### src/rtl/pi1dcd_pkg.sv
// Shared definitions for the peripheral interconnect: op encodings and a
// constant-evaluable clog2 also used by the arbitration queue.
package pi1dcd_pkg;

  typedef enum logic [1:0] {
    PINOOP = 2'b00,
    PIWROP = 2'b01,
    PIRDOP = 2'b10,
    PIRWOP = 2'b11
  } pi_op_e;

  function automatic int unsigned clog2(input int unsigned value);
    int unsigned res;
    res = 0;
    for (int unsigned i = 0; i < 32; i++) begin
      if ((64'd1 << i) < 64'(value)) res = i + 1;
    end
    return res;
  endfunction

endpackage

### src/rtl/pi1dcd_if.sv
// Request/response bus between the arbitration queue, the decoder and the
// slave ports; slave-side vectors are flattened, slave i at slice i.
interface pi1dcd_if
  import pi1dcd_pkg::*;
#(
  parameter int unsigned SLAVECOUNT = 2,
  parameter int unsigned ARCHBITSZ  = 32
) ();

  localparam int unsigned ADDRBITSZ = ARCHBITSZ - clog2(ARCHBITSZ / 8);
  localparam int unsigned SELBITSZ  = ARCHBITSZ / 8;

  logic [1:0]                      m_op_i;
  logic [ADDRBITSZ-1:0]            m_addr_i;
  logic [ARCHBITSZ-1:0]            m_data_i;
  logic [SELBITSZ-1:0]             m_sel_i;
  logic [ARCHBITSZ-1:0]            m_data_o;
  logic                            m_rdy_o;
  logic [2*SLAVECOUNT-1:0]         s_op_o_flat;
  logic [ADDRBITSZ*SLAVECOUNT-1:0] s_addr_o_flat;
  logic [ARCHBITSZ*SLAVECOUNT-1:0] s_data_o_flat;
  logic [SELBITSZ*SLAVECOUNT-1:0]  s_sel_o_flat;
  logic [ARCHBITSZ*SLAVECOUNT-1:0] s_data_i_flat;
  logic [SLAVECOUNT-1:0]           s_rdy_i_flat;
  logic                            err_o;
  logic [ADDRBITSZ-1:0]            erraddr_o;

  // Environment side: upstream master plus the slave peripherals.
  modport master (
    output m_op_i, m_addr_i, m_data_i, m_sel_i, s_data_i_flat, s_rdy_i_flat,
    input  m_data_o, m_rdy_o, s_op_o_flat, s_addr_o_flat, s_data_o_flat,
           s_sel_o_flat, err_o, erraddr_o
  );

  // Decoder side.
  modport slave (
    input  m_op_i, m_addr_i, m_data_i, m_sel_i, s_data_i_flat, s_rdy_i_flat,
    output m_data_o, m_rdy_o, s_op_o_flat, s_addr_o_flat, s_data_o_flat,
           s_sel_o_flat, err_o, erraddr_o
  );

endinterface

### src/rtl/pi1dcd_match.sv
// Window match for one slave: unsigned offset from base compared with size,
// so windows wrapping past the top of the address space still match.
module pi1dcd_match #(
  parameter int unsigned ADDRBITSZ = 30
) (
  input  logic [ADDRBITSZ-1:0] addr,
  input  logic [ADDRBITSZ-1:0] base,
  input  logic [ADDRBITSZ-1:0] size,
  output logic                 hit,
  output logic [ADDRBITSZ-1:0] rebased
);

  assign rebased = addr - base;
  assign hit     = (rebased < size);

endmodule

### src/rtl/pi1dcd.sv
// Single-master to multi-slave address decoder: routes each op to the
// lowest-index matching window and returns data one accepted op later.
module pi1dcd
  import pi1dcd_pkg::*;
#(
  parameter int unsigned SLAVECOUNT = 2,
  parameter int unsigned ARCHBITSZ  = 32,
  localparam int unsigned ADDRBITSZ = ARCHBITSZ - clog2(ARCHBITSZ / 8),
  parameter logic [ADDRBITSZ*SLAVECOUNT-1:0] SLAVEBASE_FLAT =
    {ADDRBITSZ'(32'h100), ADDRBITSZ'(32'h0)},
  parameter logic [ADDRBITSZ*SLAVECOUNT-1:0] SLAVESIZE_FLAT =
    {ADDRBITSZ'(32'h40), ADDRBITSZ'(32'h100)}
) (
  input  logic    clk_i,
  input  logic    rst_i,
  pi1dcd_if.slave bus
);

  localparam int unsigned PRVBITSZ = clog2(SLAVECOUNT + 1);
  localparam logic [PRVBITSZ-1:0] MISS = PRVBITSZ'(SLAVECOUNT);

  logic [SLAVECOUNT-1:0]           hit;
  logic [ADDRBITSZ-1:0]            rebased [SLAVECOUNT];
  logic [PRVBITSZ-1:0]             cur;
  logic [PRVBITSZ-1:0]             prv;
  logic                            rdyprv;
  logic                            rdycur;
  logic                            is_op;
  logic                            issue;
  logic                            rdy;
  logic                            accept;
  logic                            err;
  logic [ADDRBITSZ-1:0]            erraddr;
  logic [ARCHBITSZ-1:0]            data;
  logic [2*SLAVECOUNT-1:0]         s_op;
  logic [ADDRBITSZ*SLAVECOUNT-1:0] s_addr;

  for (genvar i = 0; i < SLAVECOUNT; i++) begin : g_match
    pi1dcd_match #(
      .ADDRBITSZ(ADDRBITSZ)
    ) u_match (
      .addr    (bus.m_addr_i),
      .base    (SLAVEBASE_FLAT[i*ADDRBITSZ +: ADDRBITSZ]),
      .size    (SLAVESIZE_FLAT[i*ADDRBITSZ +: ADDRBITSZ]),
      .hit     (hit[i]),
      .rebased (rebased[i])
    );
  end

  // Priority encoder: scanning downward leaves the lowest hit index in cur.
  always_comb begin
    cur = MISS;
    for (int unsigned i = SLAVECOUNT; i > 0; i--) begin
      if (hit[i-1]) cur = PRVBITSZ'(i - 1);
    end
  end

  // A miss target behaves as an always-ready slave returning zero.
  always_comb begin
    rdyprv = 1'b1;
    rdycur = 1'b1;
    data   = '0;
    for (int unsigned i = 0; i < SLAVECOUNT; i++) begin
      if (prv == PRVBITSZ'(i)) begin
        rdyprv = bus.s_rdy_i_flat[i];
        data   = bus.s_data_i_flat[i*ARCHBITSZ +: ARCHBITSZ];
      end
      if (cur == PRVBITSZ'(i)) rdycur = bus.s_rdy_i_flat[i];
    end
    is_op  = (bus.m_op_i != PINOOP);
    rdy    = rdyprv && (!is_op || rdycur);
    accept = rdy && is_op;
    issue  = is_op && (rdyprv || (prv == cur));
    s_op   = '0;
    s_addr = '0;
    for (int unsigned i = 0; i < SLAVECOUNT; i++) begin
      if (issue && (cur == PRVBITSZ'(i))) s_op[2*i +: 2] = bus.m_op_i;
      s_addr[i*ADDRBITSZ +: ADDRBITSZ] = rebased[i];
    end
  end

  always_ff @(posedge clk_i) begin
    if (rst_i) begin
      prv     <= MISS;
      err     <= 1'b0;
      erraddr <= '0;
    end else begin
      err <= 1'b0;
      if (accept) begin
        prv <= cur;
        if (cur == MISS) begin
          err     <= 1'b1;
          erraddr <= bus.m_addr_i;
        end
      end
    end
  end

  assign bus.m_data_o      = data;
  assign bus.m_rdy_o       = rdy;
  assign bus.s_op_o_flat   = s_op;
  assign bus.s_addr_o_flat = s_addr;
  assign bus.s_data_o_flat = {SLAVECOUNT{bus.m_data_i}};
  assign bus.s_sel_o_flat  = {SLAVECOUNT{bus.m_sel_i}};
  assign bus.err_o         = err;
  assign bus.erraddr_o     = erraddr;

endmodule

### src/flat_wrapper.sv
// flat-port wrapper written by rule: the top's interface ports become plain ports
module pi1dcd_flat import pi1dcd_pkg::*;
#(
  parameter int unsigned SLAVECOUNT = 2,
  parameter int unsigned ARCHBITSZ  = 32,
  localparam int unsigned ADDRBITSZ = ARCHBITSZ - clog2(ARCHBITSZ / 8),
  parameter logic [ADDRBITSZ*SLAVECOUNT-1:0] SLAVEBASE_FLAT =
    {ADDRBITSZ'(32'h100), ADDRBITSZ'(32'h0)},
  parameter logic [ADDRBITSZ*SLAVECOUNT-1:0] SLAVESIZE_FLAT =
    {ADDRBITSZ'(32'h40), ADDRBITSZ'(32'h100)}
)
  (clk_i, rst_i, bus_m_op_i, bus_m_addr_i, bus_m_data_i, bus_m_sel_i, bus_s_data_i_flat, bus_s_rdy_i_flat, bus_m_data_o, bus_m_rdy_o, bus_s_op_o_flat, bus_s_addr_o_flat, bus_s_data_o_flat, bus_s_sel_o_flat, bus_err_o, bus_erraddr_o);
  pi1dcd_if #(.SLAVECOUNT(SLAVECOUNT), .ARCHBITSZ(ARCHBITSZ)) bus_i ();
  input  logic clk_i;
  input  logic rst_i;
  input wire logic [$bits(bus_i.m_op_i)-1:0] bus_m_op_i;
  input wire logic [$bits(bus_i.m_addr_i)-1:0] bus_m_addr_i;
  input wire logic [$bits(bus_i.m_data_i)-1:0] bus_m_data_i;
  input wire logic [$bits(bus_i.m_sel_i)-1:0] bus_m_sel_i;
  input wire logic [$bits(bus_i.s_data_i_flat)-1:0] bus_s_data_i_flat;
  input wire logic [$bits(bus_i.s_rdy_i_flat)-1:0] bus_s_rdy_i_flat;
  output wire logic [$bits(bus_i.m_data_o)-1:0] bus_m_data_o;
  output wire logic [$bits(bus_i.m_rdy_o)-1:0] bus_m_rdy_o;
  output wire logic [$bits(bus_i.s_op_o_flat)-1:0] bus_s_op_o_flat;
  output wire logic [$bits(bus_i.s_addr_o_flat)-1:0] bus_s_addr_o_flat;
  output wire logic [$bits(bus_i.s_data_o_flat)-1:0] bus_s_data_o_flat;
  output wire logic [$bits(bus_i.s_sel_o_flat)-1:0] bus_s_sel_o_flat;
  output wire logic [$bits(bus_i.err_o)-1:0] bus_err_o;
  output wire logic [$bits(bus_i.erraddr_o)-1:0] bus_erraddr_o;
  assign bus_i.m_op_i = bus_m_op_i;
  assign bus_i.m_addr_i = bus_m_addr_i;
  assign bus_i.m_data_i = bus_m_data_i;
  assign bus_i.m_sel_i = bus_m_sel_i;
  assign bus_i.s_data_i_flat = bus_s_data_i_flat;
  assign bus_i.s_rdy_i_flat = bus_s_rdy_i_flat;
  assign bus_m_data_o = bus_i.m_data_o;
  assign bus_m_rdy_o = bus_i.m_rdy_o;
  assign bus_s_op_o_flat = bus_i.s_op_o_flat;
  assign bus_s_addr_o_flat = bus_i.s_addr_o_flat;
  assign bus_s_data_o_flat = bus_i.s_data_o_flat;
  assign bus_s_sel_o_flat = bus_i.s_sel_o_flat;
  assign bus_err_o = bus_i.err_o;
  assign bus_erraddr_o = bus_i.erraddr_o;
  pi1dcd #(.SLAVECOUNT(SLAVECOUNT), .ARCHBITSZ(ARCHBITSZ), .SLAVEBASE_FLAT(SLAVEBASE_FLAT), .SLAVESIZE_FLAT(SLAVESIZE_FLAT)) u_core (.clk_i(clk_i), .rst_i(rst_i), .bus(bus_i));
endmodule
### config.mk
export PLATFORM = sky130hd
export DESIGN_NAME = pi1dcd_flat
export DESIGN_NICKNAME = d
export VERILOG_FILES = /design/src/rtl/pi1dcd_pkg.sv /design/src/rtl/pi1dcd_if.sv /design/src/rtl/pi1dcd_match.sv /design/src/rtl/pi1dcd.sv /design/src/flat_wrapper.sv
export SDC_FILE = /design/constraint.sdc
export NUM_CORES = 1
export LEC_CHECK = 0
export CAP_MARGIN = 25
export CORE_MARGIN = 2
export CORE_UTILIZATION = 30
export DETAILED_ROUTE_END_ITERATION = 10
export PLACE_DENSITY = 0.64
export SYNTH_ARGS = -nofsm -noshare
export SYNTH_HDL_FRONTEND = slang
export SYNTH_HIERARCHICAL = 1
export SYNTH_SLANG_ARGS = --single-unit
### constraint.sdc
create_clock -name clk_i -period 7.9 [get_ports clk_i]
set_clock_uncertainty 0.2 [all_clocks]
set_input_delay 1.58 -clock clk_i [delete_from_list [all_inputs] [get_ports clk_i]]
set_output_delay 1.58 -clock clk_i [all_outputs]
set_load 0.1 [all_outputs]
# Word-level counts from Yosys, hierarchy flattened
# Cells that the tools add are included.
dict set report totals {
  ff_bits 33
  latchBits 0
  ramBits 0
  romBits 0
  input_bits 136
  out_inout_bits 200
  word_cells 35
  mem_count 0
}
dict set report op_classes {
  add_sub_neg 1
  n_mul 0
  div 0
  magnitude_cmp 2
  n_eq_ne 4
  shift 0
  n_mux 11
  bitwise 1
  reduce_logical 13
}
# operator count
set ops {}
lappend ops {{2-to-1 mux 32 bit} 2}
lappend ops {{less-than comparator 30 x 7 -> 1 bit, second input constant} 1}
lappend ops {{less-than comparator 30 x 9 -> 1 bit, second input constant} 1}
lappend ops {{subtractor 30 x 9 -> 30 bit, second input constant} 1}
lappend ops {{2-to-1 mux 2 bit} 4}
lappend ops {{logical AND 1 bit} 5}
lappend ops {{2-to-1 mux 1 bit} 5}
lappend ops {{equality test 2 x 1 -> 1 bit, second input constant} 2}
lappend ops {{zero test 2 bit} 2}
lappend ops {{equality test 2 bit} 1}
lappend ops {{equality test 2 bit, second input constant} 1}
lappend ops {{logical OR 1 bit} 2}
lappend ops {{AND reduction 2 bit} 1}
lappend ops {{nonzero test 2 bit} 1}
lappend ops {{OR reduction 2 bit} 1}
lappend ops {{zero test 1 bit} 1}
lappend ops {{NOT 1 bit} 1}

# Longest topological paths before layout
# Gate-level depths: netlist (run 1).
dict set report logic_depth {
  word_depth 12
  mapped_depth 23
  depth_no_buf 22
}

# Hierarchy
# Netlist (run 1), hierarchy kept.
# module n_inst cells_each area_each_um2 seq_area_each_um2
set by_module_without_submodules {}
lappend by_module_without_submodules {{pi1dcd_match at u_core.g_match[1].u_match} 1 361 2509.9 0.0}
lappend by_module_without_submodules {{pi1dcd_match at u_core.g_match[0].u_match} 1 339 2397.3 0.0}
lappend by_module_without_submodules {pi1dcd 1 304 2289.7 660.6}

# Worst setup path after synthesis (run 1)
# OpenSTA, ideal clock, no wires.
dict set report synth_path {
  kind {in2out}
  start {input port bus_m_addr_i[14]}
  end {output port bus_s_op_o_flat[2]}
  arrival_time_ns 11.921
  required_time_ns 6.120
  path_slack_ns -5.801
  stages 17
  path_buffers 1
  cell_sequence {ha_1 > buf_6 > and3_1 > a221o_1 > a221o_1 > a221oi_2 > o21ai_2 > mux2i_1 > a2111oi_0 > ha_1 > a21o_1 > a21o_1 > a21oi_1 > o21ai_0 > a221oi_1 > nand2b_1 > nor3_1}
}
dict set report synth_between {
  elab_chain_cells 9
  elab_cells_between_ends 11
  classes_between {add/sub: 1; order compare: 2; eq/ne: 2; mux: 3; reduce/logical: 3}
}
# item line
set synth_rtl {}
lappend synth_rtl {{start, declared} flat_wrapper.sv:17} ;# input wire logic [$bits(bus_i.m_addr_i)-1:0] bus_m_addr_i;
lappend synth_rtl {{subtractor 30 x 9 -> 30 bit *} pi1dcd_match.sv:13} ;# assign rebased = addr - base;
lappend synth_rtl {{via bus_s_addr_o_flat[57]} flat_wrapper.sv:25} ;# output wire logic [$bits(bus_i.s_addr_o_flat)-1:0] bus_s_addr_o_flat;
lappend synth_rtl {{less-than comparator 30 x 7 -> 1 bit *} pi1dcd_match.sv:14} ;# assign hit = (rebased < size);
lappend synth_rtl {{via u_core.hit[1]} pi1dcd.sv:22} ;# logic [SLAVECOUNT-1:0] hit;
lappend synth_rtl {{2-to-1 mux 2 bit * (2 in a row)} pi1dcd.sv:54} ;# if (hit[i-1]) cur = PRVBITSZ'(i - 1);
lappend synth_rtl {{equality test 2 bit} pi1dcd.sv:73} ;# issue = is_op && (rdyprv || (prv == cur));
lappend synth_rtl {{logical OR 1 bit} pi1dcd.sv:73}
lappend synth_rtl {{logical AND 1 bit} pi1dcd.sv:73}
lappend synth_rtl {{logical AND 1 bit *} pi1dcd.sv:77} ;# if (issue && (cur == PRVBITSZ'(i))) s_op[2*i +: 2] = bus.m_op_i;
lappend synth_rtl {{2-to-1 mux 2 bit *} pi1dcd.sv:77}
lappend synth_rtl {{end, declared} flat_wrapper.sv:24} ;# output wire logic [$bits(bus_i.s_op_o_flat)-1:0] bus_s_op_o_flat;
# The timed path passes the listed nets; every way through them passes the cells marked *.

# Worst setup path after layout (run 1)
dict set report layout_path {
  start {input port bus_m_addr_i[11]}
  end {output port bus_m_rdy_o}
}
dict set report layout_between {
  elab_cells_between_ends 11
  classes_between {add/sub: 1; order compare: 2; eq/ne: 1; mux: 4; reduce/logical: 3}
}
# item line
set layout_lines {}
lappend layout_lines {{less-than comparator 30 x 9 -> 1 bit *} pi1dcd_match.sv:14}
lappend layout_lines {{via u_core.hit[0]} pi1dcd.sv:22}
lappend layout_lines {{2-to-1 mux 2 bit *} pi1dcd.sv:54}
lappend layout_lines {{zero test 2 bit} pi1dcd.sv:68} ;# if (cur == PRVBITSZ'(i)) rdycur = bus.s_rdy_i_flat[i];
lappend layout_lines {{2-to-1 mux 1 bit} pi1dcd.sv:68}
lappend layout_lines {{2-to-1 mux 1 bit *} pi1dcd.sv:68}
lappend layout_lines {{logical OR 1 bit *} pi1dcd.sv:71} ;# rdy = rdyprv && (!is_op || rdycur);
lappend layout_lines {{logical AND 1 bit *} pi1dcd.sv:71}
lappend layout_lines {{end, declared} flat_wrapper.sv:23} ;# output wire logic [$bits(bus_i.m_rdy_o)-1:0] bus_m_rdy_o;
# Marks and branches as above.

==> impl_metrics.sql, run 1 <==
INSERT INTO impl_metrics (metric_group, metric, value, unit) VALUES
('critical_path', 'reg2reg_to', 'u_core/prv[1]$_SDFFE_PP1P_', ''),
('timing', 'maxSlewHeadroom', '28.8', '%'),
('timing', 'number_of_endpoints_with_negative_hold_slack_in_the_final_report', '0', ''),
('finish', 'nNetsFinal', '1564', ''),
('drt', 'dr_total_vias', '7554', ''),
('critical_path', 'critPathArrivalTime', '5850', 'ps'),
('clock_tree', 'buffer_type_at_the_clock_tree_root', 'clkbuf_16', ''),
('finish', 'fill_cells', '2395', ''),
('clock_tree', 'cts.clk_slew.worst_paths', '60', 'ps'),
('timing', 'final_period_minus_worst_setup_slack', '7630', 'ps'),
('place', 'place_hpwl', '20400', 'um'),
('global_routing', 'first_global_vias', '7189', ''),
('synthesis', 'synth_cell_type_count', '73', ''),
('synthesis', 'synthesis.area', '7200', 'um2'),
('finish', 'insertedDiodeCount', '0', ''),
('timing', 'grt_setup_unrepaired', 'yes', ''),
('die', 'floorplan.die_area', '25200', 'um2'),
('synthesis', 'yosys.area_share.xor_xnor', '6.21', '%'),
('global_routing', 'grt_overflow', '0', ''),
('min_path', 'timing.hold.worst_endpoint', 'u_core/bus.erraddr_o[10]$_SDFFE_PP0P_', ''),
('die', 'floorplan.initialDensity', '30.6', '%'),
('critical_path', 'r2r_setup_slack', '5180', 'ps'),
('finish', 'most-common-layout-cells', '179 x clkdlybuf4s50_1, 138 x inv_1, 120 x conb_1', ''),
('critical_path', 'setup.worst_path.class', 'primary input to output pin', ''),
('die', 'fp.dieW', '159', 'um'),
('die', 'core_rows', '56', ''),
('synthesis', 'ys_async_sr_fraction', '0', '%'),
('timing', 'number_of_setup_violations_in_the_final_report', '0', ''),
('min_path', 'hold_crit_path_type', 'flop to flop', ''),
('drt', 'starting_drc_count_in_detailed_routing', '390', ''),
('synthesis', 'synth_mux_area_share', '4.80', '%'),
('synthesis', 'synthesized_area_fraction_occupied_by_ao_oa_aoi_and_oai_cells', '26.5', '%'),
('global_routing', 'maximum_number_of_pins_on_one_net_before_global_route_repair', '37', ''),
('clock_tree', 'holdBufCountCts', '0', ''),
('global_routing', 'antenna_found_initial', '0', ''),
('power', 'pwr_density_cell', '212', 'nW/um2'),
('place', 'place_congestion', '0.867', ''),
('critical_path', 'cp.required', '6120', 'ps'),
('critical_path', 'critPathCaptureType', 'output pin', ''),
('clock_tree', 'cts_tree', 'yes', ''),
('run_status', 'outcome', 'finished clean', ''),
('drt', 'wl_per_cell', '14.6', 'um'),
('drt', 'drtAntennaViolNets', '0', ''),
('clock_tree', 'clock-sinks', '33', ''),
('die', 'core_region_area', '23500', 'um2'),
('timing', 'tightestPinTransition', '1060', 'ps'),
('timing', 'fin_tns_setup', '0', 'ps'),
('run', 'max_cap_violations', '0', ''),
('drt', 'detail_route.first_pass.iterations', '5', ''),
('synthesis', 'synth_cells', '1004', ''),
('clock_tree', 'clockBufferDepth', '2', ''),
('clock_tree', 'cts-buffers-inserted', '5', ''),
('place', 'io_buffer_count', '227', ''),
('timing', 'final-max-slew-violation-count', '0', ''),
('timing', 'max_freq', '131', 'MHz'),
('global_routing', 'wire_length_of_the_first_global_routing_pass', '37500', 'um'),
('min_path', 'worst_hold_launch', 'u_core/bus.erraddr_o[10]$_SDFFE_PP0P_', ''),
('die', 'chip_height', '159', 'um'),
('finish', 'syn2layout_area_growth', '50.4', '%'),
('critical_path', 'rr_startpoint', 'u_core/prv[0]$_SDFFE_PP0P_', ''),
('die', 'floorplan.io_pins', '336', ''),
('synthesis', 'postSynthRegisterBits', '33', ''),
('clock_tree', 'htree_num_levels', '2', ''),
('synthesis', 'main_combinational_cell_family_by_area_after_synthesis', 'compound AO/OA/AOI/OAI gates', ''),
('clock_tree', 'clk_latency', '280', 'ps'),
('critical_path', 'timing.critical_path.from', 'bus_m_addr_i[11]', ''),
('finish', 'layout-drive-gt1-share', '15.5', '%'),
('synthesis', 'synthAdderAreaFrac', '20.7', '%'),
('min_path', 'holdPathStages', '2', ''),
('finish', 'seqCellArea', '662', 'um2'),
('timing', 'fin_crit_sh', '96.6', '%');
## Yosys cell counts (all sizes together), types with 3 or more instances
master / number / share of area [%]
or3: 3 / 0.33
a221oi: 6 / 0.90
nand2b: 9 / 0.78
a2111oi: 3 / 0.37
nand2: 93 / 4.9
nor2: 65 / 3.4
and4: 3 / 0.38
dfxtp: 33 / 9.2
mux2i: 33 / 4.6
o21bai: 5 / 0.52
xor2: 20 / 2.4
and3: 7 / 0.61
a211o: 5 / 0.61
o21ai: 38 / 2.7
a21oi: 100 / 7.1
nor4: 3 / 0.26
a211oi: 9 / 1.1
nand4: 21 / 1.8
a21o: 64 / 6.7
buf: 91 / 9.2
nor3: 9 / 0.63
o21a: 12 / 1.3
a31oi: 4 / 0.35
clkbuf: 13 / 0.68
a221o: 4 / 0.56
nand3: 12 / 0.83
ha: 116 / 20
xnor2: 31 / 3.8
o211ai: 9 / 1.1
inv: 138 / 7.2
nor2b: 5 / 0.43
and2: 5 / 0.43
## worst max-delay path: stages
cell and delay [ps]:
clkdlybuf4s50_1 660, ha_2 400, a21oi_2 220, o21ai_0 140, a21oi_2 170, o41ai_4 110, a221oi_2 300, o21ai_1 190
a31oi_4 260, xnor2_4 90, ha_1 190, a21o_1 150, a21o_1 170, a21oi_1 140, o21ai_0 120, a21oi_2 120
buf_4 120, nand2b_1 140, o21ai_2 60, buf_4 140, a21oi_4 170, buf_12 190
## routing by layer
layer	wire (um)	track usage (%)	vias to the layer above	share of wire, %
li1	-	-	3889	-
met1	9700	21.2	3382	41
met2	12200	34.6	263	51
met3	1480	3.81	20	6.2
met4	449	3.18	0	1.9
met5	0	0	-	0
## layout make-up
type,instances,area share [%]
clock buffers,6,1.19
clock inverters,2,0.0925
inverters,138,4.79
multi-input cells,847,59.1
flip-flops and latches,33,6.12
well taps,319,3.69
repair buffers,285,25.0
## where the power goes
group	internal, mW	leakage (nW)	total, mW	switching (mW)
sequential	0.186	0.269	0.212	0.0264
clock	0.116	0.0706	0.199	0.0831
combinational	0.563	4.46	1.89	1.33
total	0.865	4.80	2.30	1.44
## sequential cells by signal, summed over array words and instances, names as in the netlist
| signal | flops |
|---|---|
| u_core/prv | 2 |
| u_core/bus.err_o | 1 |
| u_core/bus.erraddr_o | 30 |
## worst max path at each step
stage	endpoint	slack, ps
finish	bus_m_rdy_o	270
global route	bus_m_rdy_o	-10
CTS	bus_m_rdy_o	50
detailed placement	bus_s_op_o_flat[2]	-80
global placement	bus_s_op_o_flat[2]	-60
floorplan	bus_s_op_o_flat[2]	-410
## per-stage QoR
stage / util, % / setup WS (ps) / hold slack, ps / cells / instance area (um2)
floorplan: - / -415 / 437 / 1122 / 8150
global placement: 44.4 / -61.2 / 241 / 1618 / 10500
detailed placement: 44.6 / -78.4 / 248 / 1619 / 10500
CTS: 45.2 / 45.4 / 256 / 1628 / 10600
global route: 46.0 / -14.8 / 273 / 1630 / 10800
finish: 46.0 / 270 / 254 / 1630 / 10800
## kinds of logic after synthesis
kind of cell | after synthesis
flip-flops | 33
adder cells (fa/ha/maj) | 118
AO/OA/AOI/OAI | 283
multiplexers | 34
XOR/XNOR | 51
other | 2
AND/OR/NAND/NOR | 241
buffers and inverters | 242
## repair_timing
action | in CTS | in global routing
pin swaps | 1 | 20
endpoints found under the setup margin | 3 | 5
buffers inserted | 1 | 1
cloned | 0 | 0
gates resized for setup | 1 | 42
Power figures use the tool's default switching activity.
==> inputs of run 2 (changes only) <==
--- a/config.mk
+++ b/config.mk
@@ -6,10 +6,12 @@
 export NUM_CORES = 1
 export LEC_CHECK = 0
 export CAP_MARGIN = 25
+export CELL_PAD_IN_SITES_DETAIL_PLACEMENT = 1
+export CELL_PAD_IN_SITES_GLOBAL_PLACEMENT = 1
 export CORE_MARGIN = 2
-export CORE_UTILIZATION = 30
+export CORE_UTILIZATION = 29
 export DETAILED_ROUTE_END_ITERATION = 10
-export PLACE_DENSITY = 0.64
+export PLACE_DENSITY = 0.84
 export SYNTH_ARGS = -nofsm -noshare
 export SYNTH_HDL_FRONTEND = slang
 export SYNTH_HIERARCHICAL = 1
==> impl_metrics.sql, run 2 (synthesis gave the netlist of run 1 again) <==
INSERT INTO impl_metrics (metric_group, metric, value, unit) VALUES
('drt', 'post_drt_via_cell_ratio', '4.78', ''),
('critical_path', 'setup.worst_path.class', 'primary input to output pin', ''),
('clock_tree', 'holdBufCountCts', '0', ''),
('timing', 'fin_tns_setup', '0', 'ps'),
('finish', 'layout-drive-gt1-share', '14.5', '%'),
('min_path', 'hold_crit_path_type', 'flop to flop', ''),
('critical_path', 'critPathCaptureType', 'output pin', ''),
('place', 'place_hpwl', '23100', 'um'),
('finish', 'syn2layout_area_growth', '49.0', '%'),
('finish', 'fill_cells', '3026', ''),
('die', 'floorplan.die_area', '26100', 'um2'),
('timing', 'tightestPinTransition', '1080', 'ps'),
('drt', 'drtAntennaViolNets', '0', ''),
('finish', 'most-common-layout-cells', '180 x clkdlybuf4s50_1, 138 x inv_1, 120 x conb_1', ''),
('place', 'io_buffer_count', '227', ''),
('clock_tree', 'buffer_type_at_the_clock_tree_root', 'clkbuf_16', ''),
('run', 'max_cap_violations', '0', ''),
('timing', 'max_freq', '129', 'MHz'),
('timing', 'fin_crit_sh', '98.1', '%'),
('timing', 'timing.hold.ws', '252', 'ps'),
('power', 'leakage', '4.73', 'nW'),
('die', 'fp.dieW', '162', 'um'),
('timing', 'finalWorstSetupSlack', '148', 'ps'),
('global_routing', 'first_global_vias', '8359', ''),
('die', 'floorplan.io_pins', '336', ''),
('timing', 'final_period_minus_worst_setup_slack', '7750', 'ps'),
('power', 'pwr_density_cell', '215', 'nW/um2'),
('clock_tree', 'clock-sinks', '33', ''),
('place', 'place_worst_setup_slack', '4.02', 'ps'),
('clock_tree', 'htree_num_levels', '2', ''),
('power', 'power.ir.vdd_worst', '183', 'uV'),
('drt', 'dr_total_vias', '7782', ''),
('drt', 'wl_per_cell', '16.5', 'um'),
('global_routing', 'global_route.usage.total', '20.2', '%'),
('place', 'place_area', '10400', 'um2'),
('clock_tree', 'clockBufferDepth', '2', ''),
('critical_path', 'critPathLaunchType', 'primary input', ''),
('timing', 'grt_setup_unrepaired', 'yes', ''),
('drt', 'route.final.wire_length', '26800', 'um'),
('timing', 'maxSlewHeadroom', '27.7', '%'),
('clock_tree', 'clk_latency', '280', 'ps'),
('clock_tree', 'cts-buffers-inserted', '5', ''),
('global_routing', 'antenna_found_initial', '2', ''),
('die', 'core_region_area', '24300', 'um2'),
('die', 'floorplan.initialDensity', '29.6', '%'),
('finish', 'final_common_cell', 'clkdlybuf4s50_1', ''),
('drt', 'starting_drc_count_in_detailed_routing', '275', ''),
('critical_path', 'cp.required', '6120', 'ps'),
('die', 'core_rows', '57', ''),
('finish', 'nNetsFinal', '1556', ''),
('finish', 'layout_cells_excl_fill', '1628', ''),
('global_routing', 'wire_length_of_the_first_global_routing_pass', '42400', 'um'),
('timing', 'number_of_endpoints_with_negative_hold_slack_in_the_final_report', '0', ''),
('drt', 'detail_route.first_pass.iterations', '4', ''),
('global_routing', 'maximum_number_of_pins_on_one_net_before_global_route_repair', '39', ''),
('critical_path', 'r2r_setup_slack', '5520', 'ps'),
('timing', 'number_of_setup_violations_in_the_final_report', '0', ''),
('clock_tree', 'cts.clk_slew.worst_paths', '50', 'ps'),
('finish', 'largest_register_ff_count', '30', ''),
('place', 'placed_cells_incl_taps', '1613', ''),
('die', 'chip_height', '162', 'um'),
('global_routing', 'grt_overflow', '0', ''),
('critical_path', 'critPathArrivalTime', '5970', 'ps'),
('run_status', 'outcome', 'finished clean', ''),
('clock_tree', 'cts_tree', 'yes', ''),
('drt', 'route.detailed.drc', '0', ''),
('critical_path', 'worst-path-max-fanout', '4', ''),
('place', 'place_congestion', '0.869', ''),
('timing', 'final-max-slew-violation-count', '0', ''),
('finish', 'finish.instance_area', '10700', 'um2');
-- run 2: final cells by class --
class	count	area [um2]	area share, %
multi-input combinational	847	6370	59.4
timing repair buffer	277	2620	24.4
sequential	33	662	6.17
inverter	138	518	4.83
tap	324	405	3.78
clock buffer	7	143	1.33
antenna	2	5.00	0.0467
-- run 2: through the flow --
| stage | power, mW | util [%] |
|---|---|---|
| 2_1_floorplan | 1.79 | - |
| 3_3_place_gp | 2.06 | 42.7 |
| 3_5_place_dp | 2.09 | 42.7 |
| 4_1_cts | 2.30 | 43.3 |
| 5_1_grt | 2.43 | 44.1 |
| 6_report | 2.31 | 44.1 |
-- run 2: path summary, 6_finish.rpt --
| path | startpoint | end | cells past startpoint |
|---|---|---|---|
| setup reg to reg | u_core/prv[0]$_SDFFE_PP0P_ | u_core/bus.erraddr_o[9]$_SDFFE_PP0P_ | 5 |
| hold reg to reg | u_core/bus.erraddr_o[13]$_SDFFE_PP0P_ | u_core/bus.erraddr_o[13]$_SDFFE_PP0P_ | 2 |
| setup / recovery | bus_m_addr_i[2] | bus_s_op_o_flat[2] | 18 |
| hold / removal | u_core/bus.erraddr_o[13]$_SDFFE_PP0P_ | u_core/bus.erraddr_o[13]$_SDFFE_PP0P_ | 2 |
-- run 2: worst max-delay path, cell delays in order --
cell and delay, ps:
clkdlybuf4s50_1 490, buf_4 140, ha_1 240, a211o_1 300, a21oi_2 210, a22oi_1 170
a221o_1 390, a21oi_2 210, xnor2_2 150, ha_1 270, a21o_1 180, a221oi_2 260
o211ai_1 250, a221oi_2 390, nand2b_1 130, buf_4 180, nor3_4 210, buf_12 200
-- run 2: where the power goes --
| group | total, mW | leakage (nW) | switching, mW | internal (mW) |
|---|---|---|---|---|
| Combinational | 1.91 | 4.39 | 1.36 | 0.552 |
| Sequential | 0.197 | 0.269 | 0.0114 | 0.186 |
| Clock | 0.203 | 0.0700 | 0.0787 | 0.124 |
-- run 2: repair_timing --
item,in CTS,in global routing
pin swaps,0,12
endpoints found under the setup margin,1,5
setup buffers,0,5
gates resized for setup,1,37
-- run 2: layer usage --
| metal | vias to the layer above | global-route usage (%) | part of all wire (%) |
|---|---|---|---|
| met3 | 24 | 4.21 | 5.5 |
| met2 | 223 | 40.3 | 54 |
| li1 | 3865 | - | - |
| met5 | - | 0 | 0 |
| met1 | 3670 | 21.9 | 39 |
| met4 | 0 | 3.73 | 1.8 |
